**config.mk**
```make
export PLATFORM = sky130hd
export DESIGN_NAME = host_cmd_decoder
export DESIGN_NICKNAME = d
export VERILOG_FILES = /design/src/rtl/host_cmd_decoder_pkg.sv /design/src/rtl/host_cmd_decoder_hdrcmp.sv /design/src/rtl/host_cmd_decoder.sv
export SDC_FILE = /design/constraint.sdc
export NUM_CORES = 1
export LEC_CHECK = 0
export ABC_AREA = 1
export BUFFER_PORTS_ARGS = -buffer_cell sky130_fd_sc_hd__buf_2
export CAP_MARGIN = 10
export CORE_UTILIZATION = 46
export DETAILED_ROUTE_END_ITERATION = 10
export PLACE_DENSITY = 0.77
export SYNTH_ARGS = -nofsm -noshare
export SYNTH_HDL_FRONTEND = slang
export SYNTH_SLANG_ARGS = --single-unit
```
**constraint.sdc**
```tcl
create_clock -name clk -period 2.5 [get_ports clk]
set_clock_uncertainty 0.1 [all_clocks]
set_input_delay 0.25 -clock clk [delete_from_list [all_inputs] [get_ports clk]]
set_output_delay 0.25 -clock clk [all_outputs]
set_load 0.05 [all_outputs]
```
**src/rtl/host_cmd_decoder_pkg.sv**
```systemverilog
// Shared constants and types for the host command decoder:
// tag words, command codes, default header/EtherType, FSM states.
package host_cmd_decoder_pkg;

  typedef enum logic [1:0] {
    CMD_TRIG = 2'd0,
    CMD_SLOW = 2'd1,
    CMD_RATE = 2'd2,
    CMD_RSVD = 2'd3
  } cmd_code_e;

  typedef enum logic [1:0] {
    S_HDR   = 2'd0,
    S_DRAIN = 2'd1,
    S_DONE  = 2'd2
  } dec_state_e;

  typedef struct packed {
    logic      hit;
    cmd_code_e code;
  } tag_hit_t;

  // ASCII tags, first received byte in the low byte
  localparam logic [47:0] TAG_TRIG = 48'h6E69_6769_7274;
  localparam logic [47:0] TAG_SLOW = 48'h656D_776F_6C73;
  localparam logic [47:0] TAG_RATE = 48'h6E69_6574_6172;

  localparam logic [95:0] HDR_MATCH_DEF =
    96'h8F54_0000_1654_4502_1111_6843;
  localparam logic [15:0] ETH_TYPE_DEF = 16'h005C;

  function automatic tag_hit_t tag_lookup(
    input logic [47:0] tag
  );
    tag_hit_t r;
    r.hit  = 1'b1;
    r.code = CMD_TRIG;
    unique case (1'b1)
      tag == TAG_TRIG: r.code = CMD_TRIG;
      tag == TAG_SLOW: r.code = CMD_SLOW;
      tag == TAG_RATE: r.code = CMD_RATE;
      default:         r.hit  = 1'b0;
    endcase
    return r;
  endfunction

  function automatic logic [15:0] sat_inc(
    input logic [15:0] v
  );
    return (v == 16'hFFFF) ? v : v + 16'd1;
  endfunction

endpackage

```
**src/rtl/host_cmd_decoder_hdrcmp.sv**
```systemverilog
// Single-beat compare of a data word (under a bit mask) and its byte keep.
// Ports: data, strb, exp_word, exp_mask in; match, strb_ok out.
module hdrcmp (
  input  logic [31:0] data,
  input  logic [3:0]  strb,
  input  logic [31:0] exp_word,
  input  logic [31:0] exp_mask,
  output logic        match,
  output logic        strb_ok
);

  assign match   = ((data ^ exp_word) & exp_mask) == 32'h0;
  assign strb_ok = strb == 4'hF;

endmodule

```
**src/rtl/host_cmd_decoder.sv**
```systemverilog
// Decodes host command frames from the MAC AXI-stream (no backpressure).
// Ports: clk, reset; RvviAxiR{data,strb,valid,last} in;
// CmdValid, CmdCode, CmdPayload, FrameErr, GoodCount, DropCount out.
module host_cmd_decoder
  import host_cmd_decoder_pkg::*;
#(
  parameter int HEADER_WORDS = 3,
  parameter logic [32*HEADER_WORDS-1:0] HDR_MATCH = HDR_MATCH_DEF,
  parameter logic [15:0] ETH_TYPE = ETH_TYPE_DEF
) (
  input  logic        clk,
  input  logic        reset,
  input  logic [31:0] RvviAxiRdata,
  input  logic [3:0]  RvviAxiRstrb,
  input  logic        RvviAxiRvalid,
  input  logic        RvviAxiRlast,
  output logic        CmdValid,
  output logic [1:0]  CmdCode,
  output logic [31:0] CmdPayload,
  output logic        FrameErr,
  output logic [15:0] GoodCount,
  output logic [15:0] DropCount
);

  localparam int IW = $clog2(HEADER_WORDS + 3);
  localparam logic [IW-1:0] TYPE_IDX = IW'(HEADER_WORDS);
  localparam logic [IW-1:0] TAG_IDX  = IW'(HEADER_WORDS + 1);
  localparam logic [IW-1:0] PAY_IDX  = IW'(HEADER_WORDS + 2);

  dec_state_e    state;
  logic [IW-1:0] idx;
  logic          drop_pend;
  logic [15:0]   tag_lo;
  cmd_code_e     code_stage;
  logic [31:0]   pay_stage;

  logic [31:0] exp_word;
  logic [31:0] exp_mask;
  logic        match;
  logic        strb_ok;
  tag_hit_t    hit;
  logic        hdr_ok;
  logic        accept;
  logic        frame_err;
  logic        beat_bad;
  logic        drop_now;

  always_comb begin
    exp_word = 32'h0;
    exp_mask = 32'h0;
    if (idx < TYPE_IDX) begin
      exp_word = HDR_MATCH[32*int'(idx) +: 32];
      exp_mask = 32'hFFFF_FFFF;
    end else if (idx == TYPE_IDX) begin
      exp_word = {16'h0, ETH_TYPE};
      exp_mask = 32'h0000_FFFF;
    end
  end

  hdrcmp u_cmp (
    .data     (RvviAxiRdata),
    .strb     (RvviAxiRstrb),
    .exp_word (exp_word),
    .exp_mask (exp_mask),
    .match    (match),
    .strb_ok  (strb_ok)
  );

  assign hit    = tag_lookup({RvviAxiRdata, tag_lo});
  assign hdr_ok = match && !(idx == TAG_IDX && !hit.hit);

  // Strobe failure outranks a mismatch, which outranks a short frame.
  // Quiet drops (mismatch/unknown tag) count on the frame's last beat.
  always_comb begin
    accept    = 1'b0;
    frame_err = 1'b0;
    beat_bad  = 1'b0;
    drop_now  = 1'b0;
    if (RvviAxiRvalid) begin
      unique case (state)
        S_HDR: begin
          if (!strb_ok) begin
            frame_err = 1'b1;
          end else if (!hdr_ok) begin
            beat_bad = 1'b1;
            drop_now = RvviAxiRlast;
          end else if (RvviAxiRlast) begin
            accept    = idx == PAY_IDX;
            frame_err = idx != PAY_IDX;
          end
        end
        S_DONE:  accept   = RvviAxiRlast;
        S_DRAIN: drop_now = RvviAxiRlast && drop_pend;
        default: ;
      endcase
    end
  end

  always_ff @(posedge clk) begin
    if (reset) begin
      state      <= S_HDR;
      idx        <= '0;
      drop_pend  <= 1'b0;
      tag_lo     <= 16'h0;
      code_stage <= CMD_TRIG;
      pay_stage  <= 32'h0;
      CmdValid   <= 1'b0;
      CmdCode    <= 2'd0;
      CmdPayload <= 32'h0;
      FrameErr   <= 1'b0;
      GoodCount  <= 16'h0;
      DropCount  <= 16'h0;
    end else begin
      CmdValid <= 1'b0;
      FrameErr <= frame_err;
      if (accept) begin
        CmdValid   <= 1'b1;
        CmdCode    <= code_stage;
        // a command ending on the payload beat has not staged it yet
        CmdPayload <= (state == S_HDR) ? RvviAxiRdata : pay_stage;
        GoodCount  <= sat_inc(GoodCount);
      end
      if (frame_err || drop_now)
        DropCount <= sat_inc(DropCount);
      if (RvviAxiRvalid) begin
        if (state == S_HDR) begin
          if (idx == TYPE_IDX) tag_lo <= RvviAxiRdata[31:16];
          if (idx == TAG_IDX) code_stage <= hit.code;
          if (idx == PAY_IDX) pay_stage <= RvviAxiRdata;
        end
        if (RvviAxiRlast) begin
          state     <= S_HDR;
          idx       <= '0;
          drop_pend <= 1'b0;
        end else if (frame_err || beat_bad) begin
          state     <= S_DRAIN;
          drop_pend <= beat_bad;
        end else if (state == S_HDR) begin
          if (idx == PAY_IDX) state <= S_DONE;
          else idx <= idx + 1'b1;
        end
      end
    end
  end

endmodule

```
Yosys cells after proc, flatten, opt, wreduce, memory -nomap -nowiden
Index checks and enable logic that the tools add are counted.

Register bits after elaboration: 124. Output and inout port bits: 68. Word-level logic and storage cells: 93.

Add/subtract/negate cells: 3. Order comparisons: 1. Eq/ne operators: 14. Shifts and indexed selects: 1. Muxes and demuxes: 36. Bitwise operators: 4. Reductions and logical operators: 22.

Operator list (count): equality test 48 x 47 -> 1 bit, second input constant (3); 2-to-1 mux 32 bit (3); variable part select 96 x 9 -> 32 bit, first input constant (1); adder 16 x 1 -> 16 bit, second input constant (2); AND 32 bit (1); equality test 16 bit, second input constant (2); logical NOT 32 bit (1); XOR 32 bit (1); 2-to-1 mux 1 bit (20); 2-to-1 mux 16 bit (1); 2-to-1 mux 3 bit (4); AND reduction 3 bit (4); 2-to-1 mux 2 bit (4); 2-to-1 mux 7 bit (1); equality test 3 bit, second input constant (2); AND reduction 2 bit (3); nonzero test 3 bit (2); equality test 4 bit, second input constant (1); inequality test 2 bit, second input constant (2); one-hot mux 1 bit (2 select lines) (2); one-hot mux 2 bit (2 select lines) (1); AND reduction 4 bit (1); nonzero test 2 bit (2); adder 3 x 1 -> 3 bit, second input constant (1); 11 further kinds (16).

Depth between registers and ports, before layout
Gate-level depths: netlist (run 1).

Depth after elaboration: 14. Gate-level depth with buffers: 19.

Hierarchy
From an unflattened synthesis (run 1), not the netlist that was laid out.

Cells, all modules: 1031. Area, all modules: 6538.8 µm².

By module, submodules not included: host_cmd_decoder (instances 1, cells an instance 857, area an instance 5873.1 µm², sequential area each 2482.4 µm²); hdrcmp (instances 1, cells an instance 174, area an instance 665.6 µm², sequential area each 0.0 µm²).

Worst setup path before layout (run 1)
OpenSTA, ideal clock, no wires.

Path kind: register -> register. From: register idx[1]. To: register GoodCount[2]. Arrival: 2083 ps. Setup slack: 201 ps. Cell stages (with the launch flop): 18. Path buffers: 1. Period minus slack after synthesis: 2299 ps. Cells stage by stage: dfxtp_1 -> inv_1 -> ha_1 -> inv_1 -> nand2_1 -> o21ai_0 -> nand2_1 -> nor2_1 -> nand3_1 -> nand2_1 -> nand3_2 -> o21ai_2 -> nand2_2 -> clkinv_2 -> buf_6 -> nand3_2 -> o21ai_0 -> nor2_1.

Word-level cells in the longest chain between the ends: 12. Elaborated cells on any way between the ends: 21.

RTL lines: start: declaration (line host_cmd_decoder.sv:31) `logic [IW-1:0] idx;`; start signal: assignment (line host_cmd_decoder.sv:140) `else idx <= idx + 1'b1;`; parallel branches: the longest is 7 deep, another holds variable part select 96 x 9 -> 32 bit; 2-to-1 mux 1 bit * (line host_cmd_decoder.sv:84) `end else if (!hdr_ok) begin`; 2-to-1 mux 1 bit * (line host_cmd_decoder.sv:82) `if (!strb_ok) begin`; one-hot mux 1 bit (2 select lines) * (line host_cmd_decoder.sv:80) `unique case (state)`; 2-to-1 mux 1 bit * (line host_cmd_decoder.sv:79) `if (RvviAxiRvalid) begin`; AND reduction 2 bit (no line) *; end signal: assignment (line host_cmd_decoder.sv:121) `GoodCount <= sat_inc(GoodCount);`; end: declaration (line host_cmd_decoder.sv:21) `output logic [15:0] GoodCount,`.

Mark *: on every way between the ends. A chain may end at the register's enable or synchronous reset.

Final worst setup path (run 1)
From: register idx[1]. To: register GoodCount[9].

Same word-level chain as after synthesis.

==> results of run 1 <==
[state kept, by name, indices dropped and copies added (netlist names)]
register    flops
CmdCode         2
CmdPayload     32
CmdValid        1
DropCount      16
FrameErr        1
GoodCount      16
code_stage      2
drop_pend       1
idx             3
pay_stage      32
state           2
tag_lo         16
[worst paths after layout]
| check | slack [ns] | startpoint | to |
|---|---|---|---|
| max | 0.06 | idx[1] | GoodCount[9] |
| min | 0.05 | RvviAxiRdata[11] | pay_stage[11] |
| max reg2reg | 0.06 | idx[1] | GoodCount[9] |
| min reg2reg | 0.36 | tag_lo[7] | tag_lo[7] |
[cells by family after synthesis]
kind of cell | Yosys count | synth area share (%)
AO/OA/AOI/OAI | 228 | 18.74
flip-flops | 124 | 40.15
adder cells (fa/ha/maj) | 8 | 1.619
AND/OR/NAND/NOR | 405 | 27.48
XOR/XNOR | 24 | 3.400
buffers and inverters | 129 | 8.620
[per-layer routing]
metal / vias up / wire [um]
li1: 3270 / -
met1: 3023 / 8031
met2: 274 / 8644
met3: 39 / 1176
met4: 0 / 364
met5: - / 0
[cell type report]
cell class              instances  area, um2
repair buffers                150       1066
flip-flops and latches        124       2487
fillers                      1133       4763
multi-input cells             666       3362
inverters                      88      347.8
clock inverters                13      191.4
clock buffers                  19      442.9
well taps                     172      215.2
[layout by cell type, fill, tap and decap left out, drive strengths merged]
cell type and instances:
nand2 205, buf 146, dfxtp 124, o21ai 121
nor2 108, a21oi 97, inv 85, nand3 64
clkbuf 23, xor2 15, nor3 14, nand4 13
xnor2 9, a31oi 8, ha 8, clkinvlp 6
clkinv 6, bufinv 4, o21bai 1, nor4 1
o22ai 1, nand3b 1
[tightest hold or removal path, stage by stage]
cell and delay (ns):
buf_2 0.12, inv_2 0.07, a21oi_1 0.06
[repair_timing]
item | CTS | global route
hold buffers | 0 | 0
setup buffers | 0 | 8
gates cloned | 1 | 6
endpoints found under the setup margin | 7 | 72
gates resized for setup | 2 | 71
pin swaps | 0 | 11
[per-stage QoR]
stage | worst slack, ns | hold WS, ns | cells | area (um2)
CTS | 0.02568 | 0.02517 | 1218 | 7687
finish | 0.05658 | 0.04665 | 1232 | 8113
floorplan | 0.2013 | 0.2849 | 918 | 6183
detailed placement | -0.006654 | 0.3495 | 1185 | 7015
global route | -0.1083 | 0.03415 | 1232 | 8113
global placement | 0.07521 | 0.3426 | 1185 | 7015
[power by group]
group | leakage [nW] | switching, mW | internal (mW)
logic | 2.26 | 0.247 | 0.119
clock network | 0.288 | 0.939 | 1.70
registers | 1.00 | 0.0107 | 1.98
==> run summary, run 1 <==
status: complete, no violations
CP max-delay cell: dfxtp_4
instance count on the critical path: 17
clk_lat worst skew: 0.42 ns
Vias/cell: 5.362
Die H: 117.9 um
top-count cell post-synth: nand2_1
Final min period: 2.443 ns
Worst-Margin Slew: 0.4718 ns
Startpoint Class: register
clk sinks: 124
DP HPWL: 11.59 mm
Post-synth top cells: nand2_1 (199), dfxtp_1 (124), o21ai_0 (117)
Buf/Inv on CP: 5
setup violators final: 0
#FFs+latches synth: 124
Mapped Cells: 918
CTS tree: built
Die ar.: 13910 um2
Port Buf Inserts: 107
static leakage: 3.550 nW
CP required: 2.69 ns
WL/cell: 14.78 um
met2 Usage GRT: 38.75%
clock slew at reported path FFs: 0.06 ns
CP arrival: 2.63 ns
critical-path cell list: inv_4, buf_4, ha_1, nand3_1, nand3_1, nand2_1, nand4_1, nand2_2, nand3_4, o21ai_2, nand2_2, clkinv_8, buf_12, buf_4, nand2_4, nand2_1, a21oi_1
Setup CP Type: reg2reg
worst-path maximum fanout: 8
post-layout util: 63.01%
initial antenna violation count: 0
DRC: 0
hold path depth: 3
GRT Overall Usage: 24.94%
Fin. Hold Viols: 0
Sum Neg Setup Slack: 0 ns
Net Count, Synth: 966
Synth area leader: dfxtp_1
unrepaired setup endpoints after global routing: yes
Power, Total: 4.999 mW
vias: 6606
top_reg_cell synth: dfxtp_1
TritonCTS buffer count: 17
sequential area share after synthesis: 40.15%
Critical Path End Type: register
Ys Warns: 0
Avg Inst Size Synth: 6.736 um2
initial core utilization: 48.02%
worst reg2reg path depth: 17
site row count: 41
final wirelength: 18.22 mm
GP Congestion: 0.9085
pin count of the biggest net entering global routing: 50
Hold WC Path Type: in2reg
chip width: 117.9 um
Max Freq: 0.4093 GHz
1st-iter DRT viols: 800
PD cells: 616.2 nW/um2
Async S/R FF share, synth: 0%
Max stage delay on crit path: 0.39 ns
final net count: 1095
top cells by area, synth: dfxtp_1 (40%), nand2_1 (12%), o21ai_0 (9.5%)
GRT met3 Usage: 6.056%
Core Area: 12880 um2
Final Max Slew Viols: 0
Period Utilization, post-route: 97.74%
post-route ant nets: 0
H-tree Lvls: 4
Post-synth EDFFs: 0
GR Overflow Total: 0
Global Route met1 Usage: 33.48%
deepest clock path buffer count: 2
Ant. Diodes: 0
mapped cell area: 6183 um2
VDD IR max: 0.4349 mV
Top Usage Layer GRT: met2
global-route wire length before repair: 28.03 mm
slew margin rel.: 68.47%
vias in the first global route: 5852
router iterations before antenna repair: 5
max-cap viol count: 0
family with the most delay on the worst path: simple AND/OR/NAND/NOR gates
Yosys cell types: 31
number of I/O pins: 108
area share of the largest cell type after synthesis: 40.15%
Root Buffer: clkbuf_16
layout cells sized above 1: 21.79%
Layout area overhead: 31.20%
No activity file was read; power rests on OpenSTA's default activity.
==> run 2: changes to the inputs <==
- ABC_AREA: 1 -> not set
- CORE_UTILIZATION: 46 -> 40
- GPL_TIMING_DRIVEN: not set -> 1
- PLACE_DENSITY: 0.77 -> 0.7
==> run summary, run 2 <==
top-count cell post-synth: nand2_1
area share of the largest cell type after synthesis: 42.06% (+1.9 points)
TritonCTS buffer count: 17 (unchanged)
top flop regs: CmdPayload x32, pay_stage x32
vias: 6465 (-2.1%)
router iterations before antenna repair: 5 (unchanged)
DRC: 0 (unchanged)
Final min period: 2.945 ns (+0.5014 ns)
Post-synth top cells: nand2_1 (156), dfxtp_1 (124), nor2_1 (76)
1st-iter DRT viols: 553 (-31%)
critical-path cell list: or4b_1, or3_4, nor2_4, a41oi_2, and2_4, nor2_4, mux2_4, nor4_4, mux2_2
most common cell after layout, fill and taps aside: nand2_1
GR Overflow Total: 0 (unchanged)
final wirelength: 19.64 mm (+7.8%)
Root Buffer: clkbuf_16
CTS tree: built
pin count of the biggest net entering global routing: 63 (+26%)
Max Freq: 0.3396 GHz (-17%)
most frequent cells in the layout: nand2_1 (156), dfxtp_1 (118), buf_2 (106)
Yosys cell types: 60 (+94%)
worst-path maximum fanout: 5 (-3)
Mapped Cells: 753 (-18%)
Net Count, Synth: 801 (-17%)
Post-synth EDFFs: 0 (unchanged)
global-route wire length before repair: 29.41 mm (+4.9%)
Multi-input gate area: 3785 um2 (+13%)
CP required: 2.71 ns (+0.02 ns)
slew margin rel.: 56.16% (-12 points)
clk sinks: 124 (unchanged)
Fin. Hold Viols: 0 (unchanged)
site row count: 44 (+7.3%)
deepest clock path buffer count: 2 (unchanged)
Port Buf Inserts: 107 (unchanged)
Worst path most repeated cell: nor2_4
top cells by area, synth: dfxtp_1 (42%), nand2_1 (9.9%), a21oi_1 (5.3%)
status: finished, violations left
Placed Area: 7281 um2 (+3.8%)
Period Utilization, post-route: 117.8% (+20 points)
top_reg_cell synth: dfxtp_1
Max stage delay on crit path: 0.51 ns (+0.12 ns)
Async S/R FF share, synth: 0% (unchanged)
initial antenna violation count: 1 (+1)
vias in the first global route: 5890 (+0.65%)
#FFs+latches synth: 124 (unchanged)
Avg Inst Size Synth: 7.838 um2 (+16%)
static leakage: 3.487 nW (-1.8%)
Core Area: 14480 um2 (+12%)
mapped cell area: 5902 um2 (-4.6%)
setup violators final: 72 (+72)
Post-Layout Cell Count: 1149 (-6.7%)
Ys Warns: 0 (unchanged)
GRT Overall Usage: 25.04% (+0.10 points)
dpl cells: 1087 (-8.3%)
Hold WC Path Type: in2reg
Worst-Margin Slew: 0.6576 ns (+0.1858 ns)
failing checks: negative setup slack
family with the most delay on the worst path: simple AND/OR/NAND/NOR gates
DP HPWL: 11.70 mm (+0.97%)
layout cells sized above 1: 38.59% (+17 points)
chip width: 123.5 um (+4.7%)
VDD IR max: 0.4697 mV (+8.0%)
WL/cell: 17.10 um (+16%)
Vias/cell: 5.627 (+4.9%)
Buf/Inv on CP: 0 (-5)
Setup CP Type: reg2reg
CP max-delay cell: or4b_1
GP Congestion: 0.8831 (-2.8%)
register area: 2495 um2 (+0.30%)
reg-to-reg slack, setup: -0.44 ns (-0.50 ns)
Startpoint Class: register
Synth area leader: dfxtp_1
Die ar.: 15240 um2 (+9.6%)
Fillers: 1214 (+7.1%)
number of I/O pins: 108 (unchanged)
Critical Path End Type: register
max-cap viol count: 0 (unchanged)
final worst setup slack: -0.4448 ns (-0.5014 ns)
sequential area share after synthesis: 42.06% (+1.9 points)
post-route ant nets: 0 (unchanged)
Layout area overhead: 49.54%
H-tree Lvls: 4 (unchanged)
unrepaired setup endpoints after global routing: yes
CP arrival: 3.15 ns (+0.52 ns)
Final Max Slew Viols: 0 (unchanged)
clk_lat worst skew: 0.43 ns (about the same)
cell area after layout: 8826 um2 (+8.8%)
clock slew at reported path FFs: 0.06 ns (about the same)
Die H: 123.5 um (+4.7%)
PD cells: 542.5 nW/um2 (-12%)
final net count: 999 (-8.8%)
initial core utilization: 40.76% (-7.3 points)
==> run 2: cell families after synthesis <==
| kind of cell | synth area share (%) |
|---|---|
| compound gates | 17.43 |
| xor+xnor | 1.929 |
| fa+ha+maj | 1.696 |
| buf+inv | 4.134 |
| flops | 42.06 |
| mux | 3.392 |
| simple gates | 29.36 |
==> run 2: power by group <==
part           leakage [nW]  switching (mW)  internal [mW]  total (mW)
combinational          2.19           0.222          0.126       0.348
sequential             1.00         0.00668           1.98        1.99
clock                 0.290           0.909           1.54        2.45
total                  3.49            1.14           3.65        4.79
==> run 2: what timing repair did <==
| item | CTS | global route |
|---|---|---|
| hold endpoints to repair | 3 | 0 |
| pin swaps | 30 | 24 |
| setup buffers | 17 | 12 |
| gates resized for setup | 71 | 81 |
| endpoints found under the setup margin | 73 | 74 |
| gates cloned | 9 | 1 |
| hold buffers | 2 | 0 |
==> run 2: per-stage QoR <==
stage | worst slack, ns | util [%] | setup TNS (ns) | power [mW] | hold WS, ns
after global placement | -0.4648 | 50.29 | -21.55 | 2.342 | 0.3386
after floorplan | -0.3459 | - | -4.510 | 2.174 | 0.2860
after global routing | -0.5406 | 60.96 | -27.93 | 4.936 | 0.02623
after CTS | -0.3703 | 59.05 | -17.32 | 4.783 | 0.002521
final | -0.4448 | 60.96 | -21.04 | 4.788 | 0.01496
after detailed placement | -0.5705 | 50.29 | -27.95 | 2.344 | 0.3438
==> run 2: final cells by class <==
type | count | area share (%)
Multi-Input combinational cell | 572 | 42.88
Sequential cell | 124 | 28.27
Timing Repair Buffer | 230 | 19.24
Clock buffer | 22 | 5.373
Tap cell | 184 | 2.608
Clock inverter | 10 | 1.290
Inverter | 6 | 0.3119
Antenna cell | 1 | 0.02835
==> run 2: final timing paths <==
kind,startpoint,to,cells after the start
hold / removal,RvviAxiRdata[21],tag_lo[5],3
hold reg to reg,pay_stage[10],pay_stage[10],2
setup reg to reg,tag_lo[2],DropCount[11],9
setup / recovery,tag_lo[2],DropCount[11],9
==> run 2: tightest hold or removal path, delay by kind of cell <==
kind            cells  cell delay [ns]
buf+inv             1             0.13
compound gates      1             0.05
simple gates        1             0.06
==> run 2: per-layer routing <==
layer	track usage, %	vias up	share of wire (%)
met1	33.64	3128	45
met5	0	-	0
met3	4.889	32	5.7
met4	9.864	0	1.7
met2	39.32	231	48
li1	-	3074	-
